===== config.mk =====
export PLATFORM = sky130hd
export DESIGN_NAME = load_store_unit
export DESIGN_NICKNAME = d
export VERILOG_FILES = /design/src/rtl/lsu_pkg.sv /design/src/rtl/lsu_align.sv /design/src/rtl/load_store_unit.sv
export SDC_FILE = /design/constraint.sdc
export NUM_CORES = 1
export LEC_CHECK = 0
export BUFFER_PORTS_ARGS = -buffer_cell sky130_fd_sc_hd__buf_2
export CAP_MARGIN = 20
export CELL_PAD_IN_SITES_DETAIL_PLACEMENT = 1
export CELL_PAD_IN_SITES_GLOBAL_PLACEMENT = 2
export CORE_MARGIN = 1.5
export CORE_UTILIZATION = 32
export CTS_BUF_LIST = sky130_fd_sc_hd__clkbuf_8 sky130_fd_sc_hd__clkbuf_16
export CTS_CLUSTER_DIAMETER = 200
export DETAILED_ROUTE_END_ITERATION = 10
export PLACE_DENSITY_LB_ADDON = 0.05
export SKIP_CTS_REPAIR_TIMING = 1
export SKIP_LAST_GASP = 1
export SYNTH_ARGS = -nofsm -noshare
export SYNTH_HDL_FRONTEND = slang
export SYNTH_HIERARCHICAL = 1
export SYNTH_SLANG_ARGS = --single-unit

===== constraint.sdc =====
create_clock -name clk -period 5.3 [get_ports clk]
set_input_delay 0.53 -clock clk [delete_from_list [all_inputs] [get_ports clk]]
set_output_delay 0.53 -clock clk [all_outputs]
set_load 0.02 [all_outputs]

===== src/rtl/lsu_pkg.sv =====
// lsu_pkg: funct3 encodings, FSM state type and access-size decode for the load/store unit
package lsu_pkg;
  localparam logic [2:0] LSU_F3_B  = 3'b000;
  localparam logic [2:0] LSU_F3_H  = 3'b001;
  localparam logic [2:0] LSU_F3_W  = 3'b010;
  localparam logic [2:0] LSU_F3_D  = 3'b011;
  localparam logic [2:0] LSU_F3_BU = 3'b100;
  localparam logic [2:0] LSU_F3_HU = 3'b101;
  localparam logic [2:0] LSU_F3_WU = 3'b110;
  typedef enum logic [2:0] {IDLE, B0_REQ, B0_WAIT, B1_REQ, B1_WAIT, DONE} lsu_state_t;
  function automatic logic [3:0] lsu_size(input logic [2:0] f3, input logic wide);
    return (f3 == LSU_F3_B || f3 == LSU_F3_BU) ? 4'd1 :
           (f3 == LSU_F3_H || f3 == LSU_F3_HU) ? 4'd2 :
           (f3 == LSU_F3_W)                    ? 4'd4 :
           (f3 == LSU_F3_WU && wide)           ? 4'd4 :
           (f3 == LSU_F3_D && wide)            ? 4'd8 : 4'd0;
  endfunction
endpackage


===== src/rtl/lsu_align.sv =====
// lsu_align: byte enables and store lanes for both beats (off, size, wdata -> be0/be1, wdata0/wdata1); load merge of lo/hi words with sign/zero extension (-> rdata)
module lsu_align #(
  parameter int XLEN = 32
) (
  input  logic [$clog2(XLEN/8)-1:0] off,
  input  logic [3:0]                size,
  input  logic                      sext,
  input  logic [XLEN-1:0]           wdata,
  input  logic [XLEN-1:0]           lo,
  input  logic [XLEN-1:0]           hi,
  output logic [XLEN/8-1:0]         be0,
  output logic [XLEN/8-1:0]         be1,
  output logic [XLEN-1:0]           wdata0,
  output logic [XLEN-1:0]           wdata1,
  output logic [XLEN-1:0]           rdata
);
  localparam int NB = XLEN / 8;
  logic [2*NB-1:0]   be_w;
  logic [2*XLEN-1:0] wd_w;
  logic [2*XLEN-1:0] rd_w;
  logic [XLEN-1:0]   raw;
  logic [XLEN-1:0]   keep;
  logic [XLEN-1:0]   msb;
  always_comb begin
    be_w  = (((2*NB)'(1) << size) - (2*NB)'(1)) << off;
    wd_w  = {{XLEN{1'b0}}, wdata} << {off, 3'b000};
    rd_w  = {hi, lo} >> {off, 3'b000};
    raw   = rd_w[XLEN-1:0];
    keep  = size >= 4'(NB) ? '1 : ~({XLEN{1'b1}} << {size, 3'b000});
    msb   = keep & ~(keep >> 1);
    rdata = (raw & keep) | ((sext && |(raw & msb)) ? ~keep : '0);
  end
  assign be0    = be_w[NB-1:0];
  assign be1    = be_w[2*NB-1:NB];
  assign wdata0 = wd_w[XLEN-1:0];
  assign wdata1 = wd_w[2*XLEN-1:XLEN];
endmodule


===== src/rtl/load_store_unit.sv =====
// load_store_unit: multi-cycle LSU; core req_* valid/ready in, rsp_* one-cycle pulse out, word-aligned mem_* bus with byte enables
module load_store_unit
  import lsu_pkg::*;
#(
  parameter int XLEN             = 32,
  parameter int ADDR_W           = 32,
  parameter int MISALIGNED_SPLIT = 1
) (
  input  logic              clk,
  input  logic              reset,
  input  logic              req_valid,
  output logic              req_ready,
  input  logic              req_write,
  input  logic [2:0]        req_funct3,
  input  logic [ADDR_W-1:0] req_addr,
  input  logic [XLEN-1:0]   req_wdata,
  output logic              rsp_valid,
  output logic [XLEN-1:0]   rsp_rdata,
  output logic              rsp_fault,
  output logic              mem_req_valid,
  input  logic              mem_req_ready,
  output logic [ADDR_W-1:0] mem_addr,
  output logic              mem_we,
  output logic [XLEN/8-1:0] mem_be,
  output logic [XLEN-1:0]   mem_wdata,
  input  logic              mem_rsp_valid,
  input  logic [XLEN-1:0]   mem_rsp_rdata,
  input  logic              mem_rsp_err
);
  localparam int NB = XLEN / 8;
  localparam int OB = $clog2(NB);
  lsu_state_t        state_q, state_d;
  logic [ADDR_W-1:0] addr_q, addr_d;
  logic [2:0]        f3_q, f3_d;
  logic              write_q, write_d;
  logic [XLEN-1:0]   wdata_q, wdata_d;
  logic [XLEN-1:0]   lo_q, lo_d;
  logic [XLEN-1:0]   hi_q, hi_d;
  logic              fault_q, fault_d;
  logic [3:0]        size_q, req_size;
  logic              cross_q, req_cross, req_bad, beat1;
  logic [NB-1:0]     be0, be1;
  logic [XLEN-1:0]   wdata0, wdata1, ld_data;
  logic [ADDR_W-1:0] aligned;
  assign size_q    = lsu_size(f3_q, XLEN == 64);
  assign req_size  = lsu_size(req_funct3, XLEN == 64);
  assign cross_q   = 5'(addr_q[OB-1:0]) + 5'(size_q) > 5'(NB);
  assign req_cross = 5'(req_addr[OB-1:0]) + 5'(req_size) > 5'(NB);
  assign req_bad   = req_size == 4'd0 || (req_write && req_funct3[2]) || (req_cross && MISALIGNED_SPLIT == 0);
  lsu_align #(.XLEN(XLEN)) u_align (
    .off(addr_q[OB-1:0]), .size(size_q), .sext(!f3_q[2]), .wdata(wdata_q),
    .lo(lo_q), .hi(hi_q), .be0(be0), .be1(be1), .wdata0(wdata0), .wdata1(wdata1), .rdata(ld_data)
  );
  always_comb begin
    state_d = state_q;
    addr_d  = addr_q;
    f3_d    = f3_q;
    write_d = write_q;
    wdata_d = wdata_q;
    lo_d    = lo_q;
    hi_d    = hi_q;
    fault_d = fault_q;
    case (state_q)
      IDLE: if (req_valid) begin
        addr_d  = req_addr;
        f3_d    = req_funct3;
        write_d = req_write;
        wdata_d = req_wdata;
        lo_d    = '0;
        hi_d    = '0;
        fault_d = req_bad;
        state_d = B0_REQ;
      end
      B0_REQ:  state_d = fault_q ? DONE : mem_req_ready ? B0_WAIT : B0_REQ;
      B0_WAIT: if (mem_rsp_valid) begin
        lo_d    = mem_rsp_rdata;
        fault_d = mem_rsp_err;
        state_d = (mem_rsp_err || !cross_q) ? DONE : B1_REQ;
      end
      B1_REQ:  state_d = mem_req_ready ? B1_WAIT : B1_REQ;
      B1_WAIT: if (mem_rsp_valid) begin
        hi_d    = mem_rsp_rdata;
        fault_d = mem_rsp_err;
        state_d = DONE;
      end
      default: state_d = IDLE;
    endcase
  end
  always_ff @(posedge clk) begin
    if (reset) begin
      state_q <= IDLE;
      addr_q  <= '0;
      f3_q    <= '0;
      write_q <= 1'b0;
      wdata_q <= '0;
      lo_q    <= '0;
      hi_q    <= '0;
      fault_q <= 1'b0;
    end else begin
      state_q <= state_d;
      addr_q  <= addr_d;
      f3_q    <= f3_d;
      write_q <= write_d;
      wdata_q <= wdata_d;
      lo_q    <= lo_d;
      hi_q    <= hi_d;
      fault_q <= fault_d;
    end
  end
  assign aligned       = {addr_q[ADDR_W-1:OB], {OB{1'b0}}};
  assign beat1         = state_q == B1_REQ;
  assign req_ready     = state_q == IDLE;
  assign mem_req_valid = (state_q == B0_REQ && !fault_q) || beat1;
  assign mem_addr      = !mem_req_valid ? '0 : beat1 ? aligned + ADDR_W'(NB) : aligned;
  assign mem_be        = !mem_req_valid ? '0 : beat1 ? be1 : be0;
  assign mem_wdata     = !mem_req_valid ? '0 : beat1 ? wdata1 : wdata0;
  assign mem_we        = mem_req_valid && write_q;
  assign rsp_valid     = state_q == DONE;
  assign rsp_fault     = rsp_valid && fault_q;
  assign rsp_rdata     = (rsp_valid && !fault_q && !write_q) ? ld_data : '0;
endmodule

==> results of run 1 <==
[where the power goes]
part,total (mW),internal (mW),switching [mW]
sequential,1.12,1.02,0.104
clock,1.34,0.843,0.493
combinational,0.727,0.241,0.486
total,3.19,2.10,1.08
[per-stage QoR]
stage	instance area (um^2)	power [mW]
3_3_place_gp	9820	1.87
4_1_cts	10500	3.22
2_1_floorplan	8720	1.63
6_report	10500	3.19
3_5_place_dp	9820	1.88
5_1_grt	10500	3.34
[final timing paths]
| check | from | end | slack (ns) |
|---|---|---|---|
| worst max-delay path | f3_q[1]$_SDFFE_PP0P_ | mem_be[2] | 1.14 |
| worst min-delay path | req_addr[19] | addr_q[19]$_SDFFE_PP0P_ | 0.34 |
| worst max register to register | addr_q[0]$_SDFFE_PP0P_ | state_q[1]$_SDFFE_PP0P_ | 2.08 |
| worst min register to register | lo_q[5]$_SDFFE_PP0P_ | lo_q[5]$_SDFFE_PP0P_ | 0.46 |
[cell type report]
| class | count | share of cell area |
|---|---|---|
| inverters | 8 | 0.00310 |
| repair buffers | 224 | 0.111 |
| clock inverters | 15 | 0.0221 |
| clock buffers | 17 | 0.0406 |
| diodes | 1 | 0.000239 |
| multi-input cells | 983 | 0.537 |
| flip-flops and latches | 128 | 0.245 |
| well taps | 341 | 0.0407 |
[tightest hold or removal path: stages]
cell     delay (ns)
buf_2          0.10
nand2_1        0.04
a21oi_1        0.05
[sequential cells by signal, summed over array words and instances, names as in the netlist]
signal	count
addr_q	32
f3_q	3
fault_q	1
hi_q	24
lo_q	32
state_q	3
wdata_q	32
write_q	1
[layer usage]
metal,track usage,up-vias,wire length [um]
li1,-,4410,-
met1,0.344,4373,16500
met2,0.357,218,14500
met3,0.0348,21,1590
met4,0.0486,0,268
met5,0,-,0
==> run metrics, run 1 <==
iteration-0 DRC count of the detailed router between 500 and 600; DP Cell Count approximately 1,700; detailed placement HPWL 22,700 um; CP bufs+invs 2; Max Root-Sink Buffers 2; final period utilization 0.785; first-pass GRT wire length slightly above 50,000 um; multi-input logic area 5630 um^2; Root Driver clkbuf_16; Worst-Skew Late Latency 0.42 ns; Min-Delay Path Depth 3; Antenna Nets Post-Route 0; Congestion Overflow GR 0; slowest cell delay on critical path 0.74 ns; pwr dens 304 nW/um^2; max cap viols 0; DR pass1 iterations 4; Remaining DRCs 0; Initial Util 0.324; Final WS setup 1.14 ns; CTS Sinks 128; Rows 60; area of the mapped netlist 8690 um^2; Min Hold Slack 0.343 ns; Synthesis Warnings 6; largest net degree at the start of global routing 74; # port buffers 208; commonest non-fill, non-tap cell in the layout nand2_1; fin util 0.391; CTS tree built; peak supply drop roughly 0.18 mV; I/O pin cnt 211; layout cells sized above 1 0.228; Syn Area/Cell 7.10 um^2; TritonCTS Buffers 17; Final min period 4.16 ns; family with the most delay on the worst path simple AND/OR/NAND/NOR gates; fin cells ~1,700; critical path peak fanout 15; RSZ-0062 raised after global routing false; Hold Vio Cnt, Final 0; Fmax 0.240 GHz; Worst R2R Path Depth 7; crit path kind register to primary output; worst path arrival time around 3.6 ns; Hold WC Path Type input port to register; vias per std cell 5.25; Reg area approximately 2600 um^2; Worst slew margin 0.275; Wirelength per Cell 19.1 um; DRT Wirelength 32,800 um; die width 168 um; status finished, final reports clean; Synth Instances around 1,200; final RePlAce weighted congestion 0.822; number of global-route vias before repair 8,859; Worst Skew ~0.01 ns; critical path startpoint category register; WP depth 12; Max H-tree Level 4; Placement Setup Slack ~1.6 ns; most frequent cells in the layout nand2_1 (325), buf_2 (207), a21oi_1 (182); Final setup viols 0; die area between 20,000 and 30,000 um^2; data required time of the critical path 4.77 ns; Fillers between 3,000 and 4,000; P_leak 4.19 nW; Worst-Margin Slew 1.08 ns; P&R area growth vs syn 20.6%; global-route usage over all layers 0.233; clock-pin slew of the registers on the worst-case setup and hold paths around 0.07 ns; max-slew violations 0; Max stage delay cell, worst path nor3_1; initial antenna violation count 1; setup TNS 0 ns; Critical Path, Cell by Cell nor3b_1 -> buf_4 -> nor3_1 -> nand2_1 -> ha_1 -> nor3_1 -> a22oi_1 -> o22a_1 -> a21oi_1 -> nand2_1 -> a21oi_1 -> buf_2; crit path capture type primary output; Die Span Y 168 um; Nets between 1,000 and 1,500; core area 26,800 um^2; Via Count about 9,000
Power figures use the tool's default switching activity.
==> run 2, diff against run 1 <==
--- a/config.mk
+++ b/config.mk
@@ -10,7 +10,7 @@
 export CELL_PAD_IN_SITES_DETAIL_PLACEMENT = 1
 export CELL_PAD_IN_SITES_GLOBAL_PLACEMENT = 2
 export CORE_MARGIN = 1.5
-export CORE_UTILIZATION = 32
+export CORE_UTILIZATION = 30
 export CTS_BUF_LIST = sky130_fd_sc_hd__clkbuf_8 sky130_fd_sc_hd__clkbuf_16
 export CTS_CLUSTER_DIAMETER = 200
 export DETAILED_ROUTE_END_ITERATION = 10
==> constraint.sdc (replaced) <==
create_clock -name clk -period 4 [get_ports clk]
set_input_delay 0.4 -clock clk [delete_from_list [all_inputs] [get_ports clk]]
set_output_delay 0.4 -clock clk [all_outputs]
set_load 0.02 [all_outputs]
==> run 2 against run 1 <==
Against the previous run: clock power grew 16%; sequential share of layout area shrank 0.10 points; sequential cell count is the same; die area grew 6.5%; non-clock buffer count grew 8; register-to-register slack lost 0.99 ns; largest power group unchanged; critical endpoint unchanged.
==> run metrics, run 2 (synthesis results as in run 1) <==
final RePlAce weighted congestion 0.813 (-1.1%); Worst Skew 0.0152 ns (+0.00493 ns); Max Root-Sink Buffers 2 (unchanged); Antenna Nets Post-Route 0 (unchanged); Int Power 2.56 mW (+22%); pwr dens 383 nW/um^2 (+26%); clock-pin slew of the registers on the worst-case setup and hold paths 0.07 ns (about the same); Rows 62 (+3.3%); Initial Util 0.304 (-0.0207); sequential power share 0.365 (+0.012); switching pwr 1.48 mW (+36%); core area 28,600 um^2 (+6.8%); detailed placement HPWL 23,300 um (+2.7%); die width 173 um (+3.2%); setup TNS 0 ns (unchanged); Remaining DRCs 0 (unchanged); commonest non-fill, non-tap cell in the layout nand2_1; critical path peak fanout 15 (unchanged); crit path kind register to primary output; placed standard-cell area 9950 um^2 (+1.3%); initial antenna violation count 2 (+1); Root Driver clkbuf_16; die area 30,000 um^2 (+6.5%); Max H-tree Level 4 (unchanged); number of global-route vias before repair 8,941 (+0.93%); Die Span Y 173 um (+3.2%); layout cells sized above 1 0.232 (+0.00447); RSZ-0062 raised after global routing false; Worst-Skew Late Latency 0.42 ns (about the same); CTS tree built; Wirelength per Cell 18.8 um (-1.7%); CTS Sinks 128 (unchanged); status finished, final reports clean; Regs by FF count addr_q x32, lo_q x32, wdata_q x32; most frequent cells in the layout nand2_1 (325), buf_2 (207), a21oi_1 (182); final period utilization 0.918; # port buffers 208 (unchanged); iteration-0 DRC count of the detailed router 508 (+1.4%); Via Count 9,000 (-0.24%); data required time of the critical path 3.60 ns (-1.17 ns); Final setup viols 0 (unchanged); P_leak 4.20 nW (+0.18%); worst path arrival time 3.27 ns (-0.36 ns); Sw Ratio 0.366 (+0.0261); Clk pwr share 0.388 (-0.031); I/O pin cnt 211 (unchanged); post-layout instance area 10,500 um^2 (+0.42%); Congestion Overflow GR 0 (unchanged); Worst-Margin Slew 1.02 ns (-0.0659 ns); Final min period ~3.7 ns; Min Hold Slack 0.213 ns (-0.131 ns); critical path startpoint category register; DR pass1 iterations 5 (+1); Hold WC Path Type input port to register; max cap viols 0 (unchanged); Worst slew margin 0.319 (+0.0442); Fmax 0.272 GHz; DRT Wirelength 33,200 um (+1.2%); TritonCTS Buffers 17 (unchanged); combinational fraction of design power 0.248 (+0.020); peak supply drop 0.197 mV (+12%); first-pass GRT wire length 51,800 um (+1.3%); largest net degree at the start of global routing 78 (+5.4%); R2R setup slack 1.09 ns (-0.99 ns); vias per std cell 5.09 (-3.1%); crit path capture type primary output; Hold Vio Cnt, Final 0 (unchanged); P&R area growth vs syn 21.1%; max-slew violations 0 (unchanged); Nets 1,480 (+0.54%); global-route usage over all layers 0.220 (-0.0126)
==> run 2: per-layer routing <==
layer / part of all wire / wire, um / up-vias / global-route usage
met4: 0.0079 / 261 / 2 / 0.0431
met5: 0.00039 / 13 / - / 0
met3: 0.045 / 1490 / 16 / 0.0464
li1: - / - / 4431 / -
met2: 0.42 / 14000 / 176 / 0.323
met1: 0.53 / 17500 / 4375 / 0.330
==> run 2: per-stage QoR <==
stage                      util  setup WS, ns  std cells  total power [mW]
after CTS                 0.368         0.321       1767              4.09
after floorplan               -         0.727       1233              2.16
after global placement    0.347         0.937       1735              2.49
final                     0.368         0.326       1768              4.03
after detailed placement  0.347         0.772       1735              2.50
after global routing      0.368        0.0491       1767              4.25
==> run 2: critical path, stage by stage, from the launching register on <==
cell     delay [ns]
dfxtp_1        0.36
nor3b_1        0.16
buf_4          0.19
or2_1          0.26
nor3_1         0.20
inv_1          0.10
ha_1           0.33
nor3_1         0.32
a22oi_1        0.16
o22a_1         0.24
a21oi_1        0.16
nand2_1        0.07
a21oi_1        0.13
buf_2          0.18
==> run 2: area by class of cell <==
cell class                 instances  area [um^2]
sequential                       128         2570
multi-input combinational        983         5630
clock buffer                      17          425
antenna                            1         2.50
timing repair buffer             232         1240
inverter                           8         32.5
fill                            3622        18100
tap                              384          480
clock inverter                    15          149
==> run 2: final timing paths <==
| check | from | end | cells past startpoint |
|---|---|---|---|
| max reg2reg | addr_q[0]$_SDFFE_PP0P_ | state_q[1]$_SDFFE_PP0P_ | 7 |
| min | req_wdata[6] | wdata_q[6]$_SDFFE_PP0P_ | 3 |
| min reg2reg | lo_q[7]$_SDFFE_PP0P_ | lo_q[7]$_SDFFE_PP0P_ | 2 |
| max | f3_q[1]$_SDFFE_PP0P_ | mem_be[2] | 13 |
==> run 2: power by group through the flow <==
stage	clock network, mW	registers (mW)	logic, mW
final	1.56	1.47	0.999
after floorplan	0	1.44	0.720
after detailed placement	0	1.50	1.01
after CTS	1.61	1.47	1.01
after global placement	0	1.50	0.996
after global routing	1.66	1.49	1.10
